`src/rtl/vga_text_pkg.sv`:
```
// Shared constants, command encodings and state type for the VGA text controller.
`timescale 1ns/1ps
package vga_text_pkg;

  localparam int         COLS  = 12;
  localparam int         ROWS  = 3;
  localparam int         CELLS = COLS * ROWS;
  localparam logic [7:0] BLANK = 8'h20;

  localparam logic [1:0] OP_PUT    = 2'b00;
  localparam logic [1:0] OP_CLEAR  = 2'b01;
  localparam logic [1:0] OP_SETCUR = 2'b10;
  localparam logic [1:0] OP_RSVD   = 2'b11;

  localparam logic [7:0] CH_LF = 8'h0A;
  localparam logic [7:0] CH_BS = 8'h08;

  typedef enum logic [1:0] {
    ST_IDLE   = 2'b00,
    ST_CLEAR  = 2'b01,
    ST_SCROLL = 2'b10
  } state_e;

  // Characters that PUT stores into the buffer.
  function automatic logic is_printable(input logic [7:0] ch);
    return (ch >= 8'h20) && (ch <= 8'h7E);
  endfunction

endpackage

```
`src/rtl/vga_text_buf.sv`:
```
// Character cell buffer: one write port, registered display read, combinational scroll read.
`timescale 1ns/1ps
module vga_text_buf #(
  parameter int         CELLS = vga_text_pkg::CELLS,
  parameter logic [7:0] BLANK = vga_text_pkg::BLANK
) (
  input  logic       clk,
  input  logic       rst_n,
  input  logic       we_i,
  input  logic [5:0] waddr_i,
  input  logic [7:0] wdata_i,
  input  logic [5:0] rd_addr_i,
  output logic [7:0] rd_char_o,
  input  logic [5:0] sc_addr_i,
  output logic [7:0] sc_data_o
);

  logic [7:0] mem_q [CELLS];
  logic [7:0] rd_char_q;

  // Cell storage: reset fills every cell with BLANK, at most one write per cycle.
  always_ff @(posedge clk) begin
    if (!rst_n) begin
      for (int i = 0; i < CELLS; i++) begin
        mem_q[i] <= BLANK;
      end
    end else if (we_i && (int'(waddr_i) < CELLS)) begin
      mem_q[waddr_i] <= wdata_i;
    end
  end

  // Display read: samples the pre-write contents, out-of-range addresses read BLANK.
  always_ff @(posedge clk) begin
    if (!rst_n) begin
      rd_char_q <= BLANK;
    end else if (int'(rd_addr_i) < CELLS) begin
      rd_char_q <= mem_q[rd_addr_i];
    end else begin
      rd_char_q <= BLANK;
    end
  end

  // Scroll read: same-cycle lookup of the source cell one row below.
  always_comb begin
    sc_data_o = BLANK;
    if (int'(sc_addr_i) < CELLS) begin
      sc_data_o = mem_q[sc_addr_i];
    end else begin
      sc_data_o = BLANK;
    end
  end

  assign rd_char_o = rd_char_q;

endmodule

```
`src/rtl/vga_text_ctrl.sv`:
```
// Text-mode VGA controller: host command decode, cursor, clear and scroll sequencing.
`timescale 1ns/1ps
module vga_text_ctrl #(
  parameter int         COLS  = vga_text_pkg::COLS,
  parameter int         ROWS  = vga_text_pkg::ROWS,
  parameter logic [7:0] BLANK = vga_text_pkg::BLANK
) (
  input  logic       clk,
  input  logic       rst_n,
  input  logic       cmd_valid,
  output logic       cmd_ready,
  input  logic [1:0] cmd_op,
  input  logic [7:0] cmd_data,
  input  logic [5:0] rd_addr,
  output logic [7:0] rd_char,
  output logic [5:0] cur_pos,
  output logic       busy
);

  import vga_text_pkg::*;

  localparam int         NCELLS         = COLS * ROWS;
  localparam logic [5:0] LAST_CELL      = 6'(NCELLS - 1);
  localparam logic [5:0] LAST_ROW_START = 6'((ROWS - 1) * COLS);
  localparam logic [5:0] COLS6          = 6'(COLS);
  localparam logic [5:0] NCELLS6        = 6'(NCELLS);

  state_e     state_q, state_d;
  logic [5:0] cur_q, cur_d;
  logic [5:0] idx_q, idx_d;

  logic       we_s;
  logic [5:0] waddr_s;
  logic [7:0] wdata_s;
  logic [5:0] sc_addr_s;
  logic [7:0] sc_data_s;

  vga_text_buf #(
    .CELLS (NCELLS),
    .BLANK (BLANK)
  ) u_buf (
    .clk       (clk),
    .rst_n     (rst_n),
    .we_i      (we_s),
    .waddr_i   (waddr_s),
    .wdata_i   (wdata_s),
    .rd_addr_i (rd_addr),
    .rd_char_o (rd_char),
    .sc_addr_i (sc_addr_s),
    .sc_data_o (sc_data_s)
  );

  // State, cursor and sequence index registers; reset aborts any clear/scroll.
  always_ff @(posedge clk) begin
    if (!rst_n) begin
      state_q <= ST_IDLE;
      cur_q   <= 6'd0;
      idx_q   <= 6'd0;
    end else begin
      state_q <= state_d;
      cur_q   <= cur_d;
      idx_q   <= idx_d;
    end
  end

  // Next state, cursor update and buffer write selection.
  always_comb begin
    state_d   = state_q;
    cur_d     = cur_q;
    idx_d     = idx_q;
    we_s      = 1'b0;
    waddr_s   = cur_q;
    wdata_s   = cmd_data;
    sc_addr_s = idx_q + COLS6;
    case (state_q)
      ST_IDLE: begin
        if (cmd_valid) begin
          case (cmd_op)
            OP_PUT: begin
              if (is_printable(cmd_data)) begin
                we_s = 1'b1;
                if (cur_q == LAST_CELL) begin
                  state_d = ST_SCROLL;
                  idx_d   = 6'd0;
                end else begin
                  cur_d = cur_q + 6'd1;
                end
              end else if (cmd_data == CH_LF) begin
                if (cur_q >= LAST_ROW_START) begin
                  state_d = ST_SCROLL;
                  idx_d   = 6'd0;
                end else begin
                  cur_d = (cur_q / COLS6 + 6'd1) * COLS6;
                end
              end else if (cmd_data == CH_BS) begin
                if (cur_q != 6'd0) begin
                  cur_d   = cur_q - 6'd1;
                  we_s    = 1'b1;
                  waddr_s = cur_q - 6'd1;
                  wdata_s = BLANK;
                end else begin
                  cur_d = cur_q;
                end
              end else begin
                cur_d = cur_q;
              end
            end
            OP_CLEAR: begin
              cur_d   = 6'd0;
              idx_d   = 6'd0;
              state_d = ST_CLEAR;
            end
            OP_SETCUR: begin
              if (cmd_data[5:0] < NCELLS6) begin
                cur_d = cmd_data[5:0];
              end else begin
                cur_d = cur_q;
              end
            end
            OP_RSVD: begin
              cur_d = cur_q;
            end
            default: begin
              cur_d = cur_q;
            end
          endcase
        end else begin
          cur_d = cur_q;
        end
      end
      ST_CLEAR: begin
        we_s    = 1'b1;
        waddr_s = idx_q;
        wdata_s = BLANK;
        if (idx_q == LAST_CELL) begin
          state_d = ST_IDLE;
          idx_d   = 6'd0;
        end else begin
          idx_d = idx_q + 6'd1;
        end
      end
      ST_SCROLL: begin
        we_s    = 1'b1;
        waddr_s = idx_q;
        if (idx_q < LAST_ROW_START) begin
          wdata_s = sc_data_s;
        end else begin
          wdata_s = BLANK;
        end
        if (idx_q == LAST_CELL) begin
          state_d = ST_IDLE;
          cur_d   = LAST_ROW_START;
          idx_d   = 6'd0;
        end else begin
          idx_d = idx_q + 6'd1;
        end
      end
      default: begin
        state_d = ST_IDLE;
        idx_d   = 6'd0;
      end
    endcase
  end

  // Handshake and status outputs decoded straight from the state register.
  always_comb begin
    cmd_ready = (state_q == ST_IDLE);
    busy      = (state_q != ST_IDLE);
    cur_pos   = cur_q;
  end

endmodule

```
`config.mk`:
```
export PLATFORM = sky130hd
export DESIGN_NAME = vga_text_ctrl
export DESIGN_NICKNAME = d
export VERILOG_FILES = /design/src/rtl/vga_text_pkg.sv /design/src/rtl/vga_text_buf.sv /design/src/rtl/vga_text_ctrl.sv
export SDC_FILE = /design/constraint.sdc
export NUM_CORES = 1
export LEC_CHECK = 0
export CAP_MARGIN = 20
export CORE_ASPECT_RATIO = 1.25
export CORE_MARGIN = 3
export CORE_UTILIZATION = 58
export CTS_BUF_LIST = sky130_fd_sc_hd__clkbuf_8
export DETAILED_ROUTE_END_ITERATION = 10
export PLACE_DENSITY_LB_ADDON = 0.3
export SYNTH_ARGS = -nofsm -noshare
export SYNTH_HDL_FRONTEND = slang
export SYNTH_SLANG_ARGS = --single-unit
```
`constraint.sdc`:
```
create_clock -name clk -period 3.7 [get_ports clk]
set_clock_uncertainty 0.2 [all_clocks]
set_input_delay 0.74 -clock clk [delete_from_list [all_inputs] [get_ports clk]]
set_output_delay 0.74 -clock clk [all_outputs]
set_load 0.02 [all_outputs]
```
==> results_dict.tcl <==
set metrics [dict create \
    worstMarginPinSlew_ns 0.924 \
    first_iter_violations 2126 \
    pin_count 35 \
    instances_no_fill 2273 \
    hold_viol 0 \
    r2r_end "u_buf.mem_q[6][7]" \
    cts_root_buffer "clkbuf_8" \
    worstPathArrival_ns 3.80 \
    leakage_nw 9.20 \
    ys_warn_count 0 \
    ant_nets 0 \
    ys_ff_latch 406 \
    required_ns 3.86 \
    place_congestion 0.978 \
    startpoint "idx_q[2]" \
    clk_pin_slew_ns 0.06 \
    grt_pass1_vias 15143 \
    cap_viol_max_count 0 \
    min_path_type "input port to flip-flop" \
    async_flop_share_pct 0 \
    startpoint_type "flip-flop" \
    finalCriticalPeriod_ns 3.64 \
    cts_tree "done" \
    setup_viol 0 \
    ff2ff_path_depth 10 \
    endpoint "u_buf.mem_q[6][7]" \
    grt_use_total_pct 30.0 \
    avgSynthCellArea_um2 14.9 \
    dp_hpwl_um 43100 \
    yosysSeqAreaShare_pct 54.7 \
    fp-row-count 78 \
    place_worst_setup_slack_ns -0.558 \
    route.detailed.drc 0 \
    max_slew_margin_pct 38.3 \
    initial_core_util_pct 59.5 \
    tns_ns 0 \
    outcome "complete, no violations" \
    netlist_area_um2 21900 \
    wl_um 59600 \
    final_nets 1781 \
    grt_antenna_before_repair 3 \
    final_common_cell "edfxtp_1" \
    holdCritStartpoint "rst_n" \
    end_kind "flip-flop" \
    die_width_um 180 \
    numPortBuffers 34 \
    ir_worst_vdd_mv 0.362 \
    synth_edf_count 384 \
    finalMaxSlewViolations 0 \
    die_h_um 223 \
    cts_made_buffers 66 \
    synth_cell_types 76 \
    dp.cells 2152 \
    area_delta_synth_final_pct 18.9 \
    holdWs_ns 0.348 \
    fin_ws_ns 0.0602 \
    core_um2 36800 \
    grt_max_degree 52 \
    worst-path-max-fanout 19 \
    grt_overflow_total 0 \
    timing.final.crit_share_pct 98.4 \
    viasPerCell 6.57 \
    num-fill-cells 2360 \
    syn_inst 1472 \
    insertion_delay_ns 0.66 \
    reg2reg_from "idx_q[2]" \
    grt_pass1_wl_um 90900 \
    worstSetupPathType "flip-flop to flip-flop" \
    fmax_mhz 275 \
    rsz0062_at_grt "false" \
    ys.flop_type "edfxtp_1" \
    drive_gt1_share_pct 34.5 \
    die_area_um2 40100 \
    hold_buffers 0 \
    final_cell_mix "edfxtp_1 (384), nor2_1 (292), mux4_2 (237)" \
    rrSetupSlack_ns 0.06 \
    powerDensity_nw_per_um2 476 \
    whs_path_depth 4 \
    vias 14931 \
    clockBufferDepth 3 \
    htreeDepth 3 \
    post_drt_wl_per_cell_um 26.2 \
    drt_pass1_iterations 5 \
    cts.sinks 406 \
]
worst min path at each step:
stage,slack [ns],endpoint
2_1_floorplan,0.32,state_q[1]
3_3_place_gp,0.35,state_q[1]
3_5_place_dp,0.37,state_q[1]
4_1_cts,0.32,idx_q[2]
5_1_grt,0.35,idx_q[2]
6_report,0.35,idx_q[2]
critical path: stages, from the launching register on:
cell     delay (ns)
dfxtp_2        0.35
inv_1          0.06
ha_2           0.42
buf_12         0.20
buf_4          0.18
mux4_2         0.32
mux4_2         0.53
a22oi_1        0.37
and3_2         0.32
buf_4          0.28
nor2_1         0.08
cell usage after synthesis, types with 3 or more instances:
library cell	number	area share [%]
edfxtp_1	384	53
a31oi_1	6	0.17
o21ai_0	13	0.30
a22oi_1	9	0.31
mux4_2	237	24
nand3_4	10	0.80
dfxtp_1	22	2.0
nor2b_1	3	0.086
nand2b_1	42	1.2
nand2_1	81	1.4
mux2i_1	15	0.69
buf_2	47	1.1
nand4_1	3	0.086
nor2_1	292	5.0
inv_1	27	0.46
a211oi_1	8	0.27
buf_4	6	0.21
nor3_1	10	0.23
nand3_2	21	0.96
and3_1	10	0.29
o21a_1	4	0.14
and2_1	6	0.17
a221oi_1	5	0.20
o211ai_1	6	0.21
a21oi_1	28	0.64
mux2_2	5	0.26
a221o_1	3	0.14
ha_1	17	0.97
xnor2_1	7	0.28
nand3_1	16	0.37
clkbuf_1	54	0.93
buf_1	14	0.24
per-stage QoR:
| stage | area (µm²) | util [%] | power [mW] |
|---|---|---|---|
| CTS | 26000 | 70.5 | 12.4 |
| detailed placement | 24700 | 67.1 | 8.61 |
| floorplan | 22400 | - | 7.39 |
| finish | 26000 | 70.7 | 12.4 |
| global route | 26000 | 70.7 | 12.8 |
| global placement | 24700 | 67.1 | 8.53 |
where the power goes:
group          internal [mW]  switching [mW]
logic                   1.27            1.70
registers               5.45           0.185
clock network           1.92            1.84
registers in the layout (all words and copies together), names as in the netlist:
signal           count
state_q              2
u_buf.mem_q        384
cur_pos              6
u_buf.rd_char_o      8
idx_q                6
routing by layer:
metal  vias to the layer above  GRT usage [%]  wire, µm
met5                         -              0        30
met4                         4           11.9      2650
met3                       189           6.52      6250
met2                       994           50.5     30100
met1                      7532           38.5     20500
li1                       6212              -         -
layout make-up:
type / count / area [µm²] / share of cell area [%]
Sequential cell: 406 / 12000 / 46.1
Multi-Input combinational cell: 1008 / 9760 / 37.5
Timing Repair Buffer: 233 / 2320 / 8.91
Clock buffer: 71 / 977 / 3.76
Tap cell: 480 / 601 / 2.31
Clock inverter: 45 / 260 / 1.00
Inverter: 29 / 109 / 0.419
Antenna cell: 1 / 2.50 / 0.00963
what timing repair did:
item	in CTS	in global routing
pin swaps	0	1
buffers inserted	3	0
cloned	0	1
resized for setup	1	4
setup endpoints to repair	27	120
cell families (layout without fill, tap and decap cells):
logic type / count (synthesis) / in the layout / synth area share [%]
and+or+nand+nor: 519 / 519 / 11.8
DFF: 406 / 406 / 54.7
muxes: 257 / 257 / 25.3
buffers and inverters: 153 / 378 / 3.14
AOI/OAI and AO/OA: 109 / 109 / 3.55
adders and majority gates: 18 / 18 / 1.06
xor gates and xnor gates: 9 / 9 / 0.360
other: 1 / 97 / 0.0171
No activity file was read; power rests on OpenSTA's default activity.
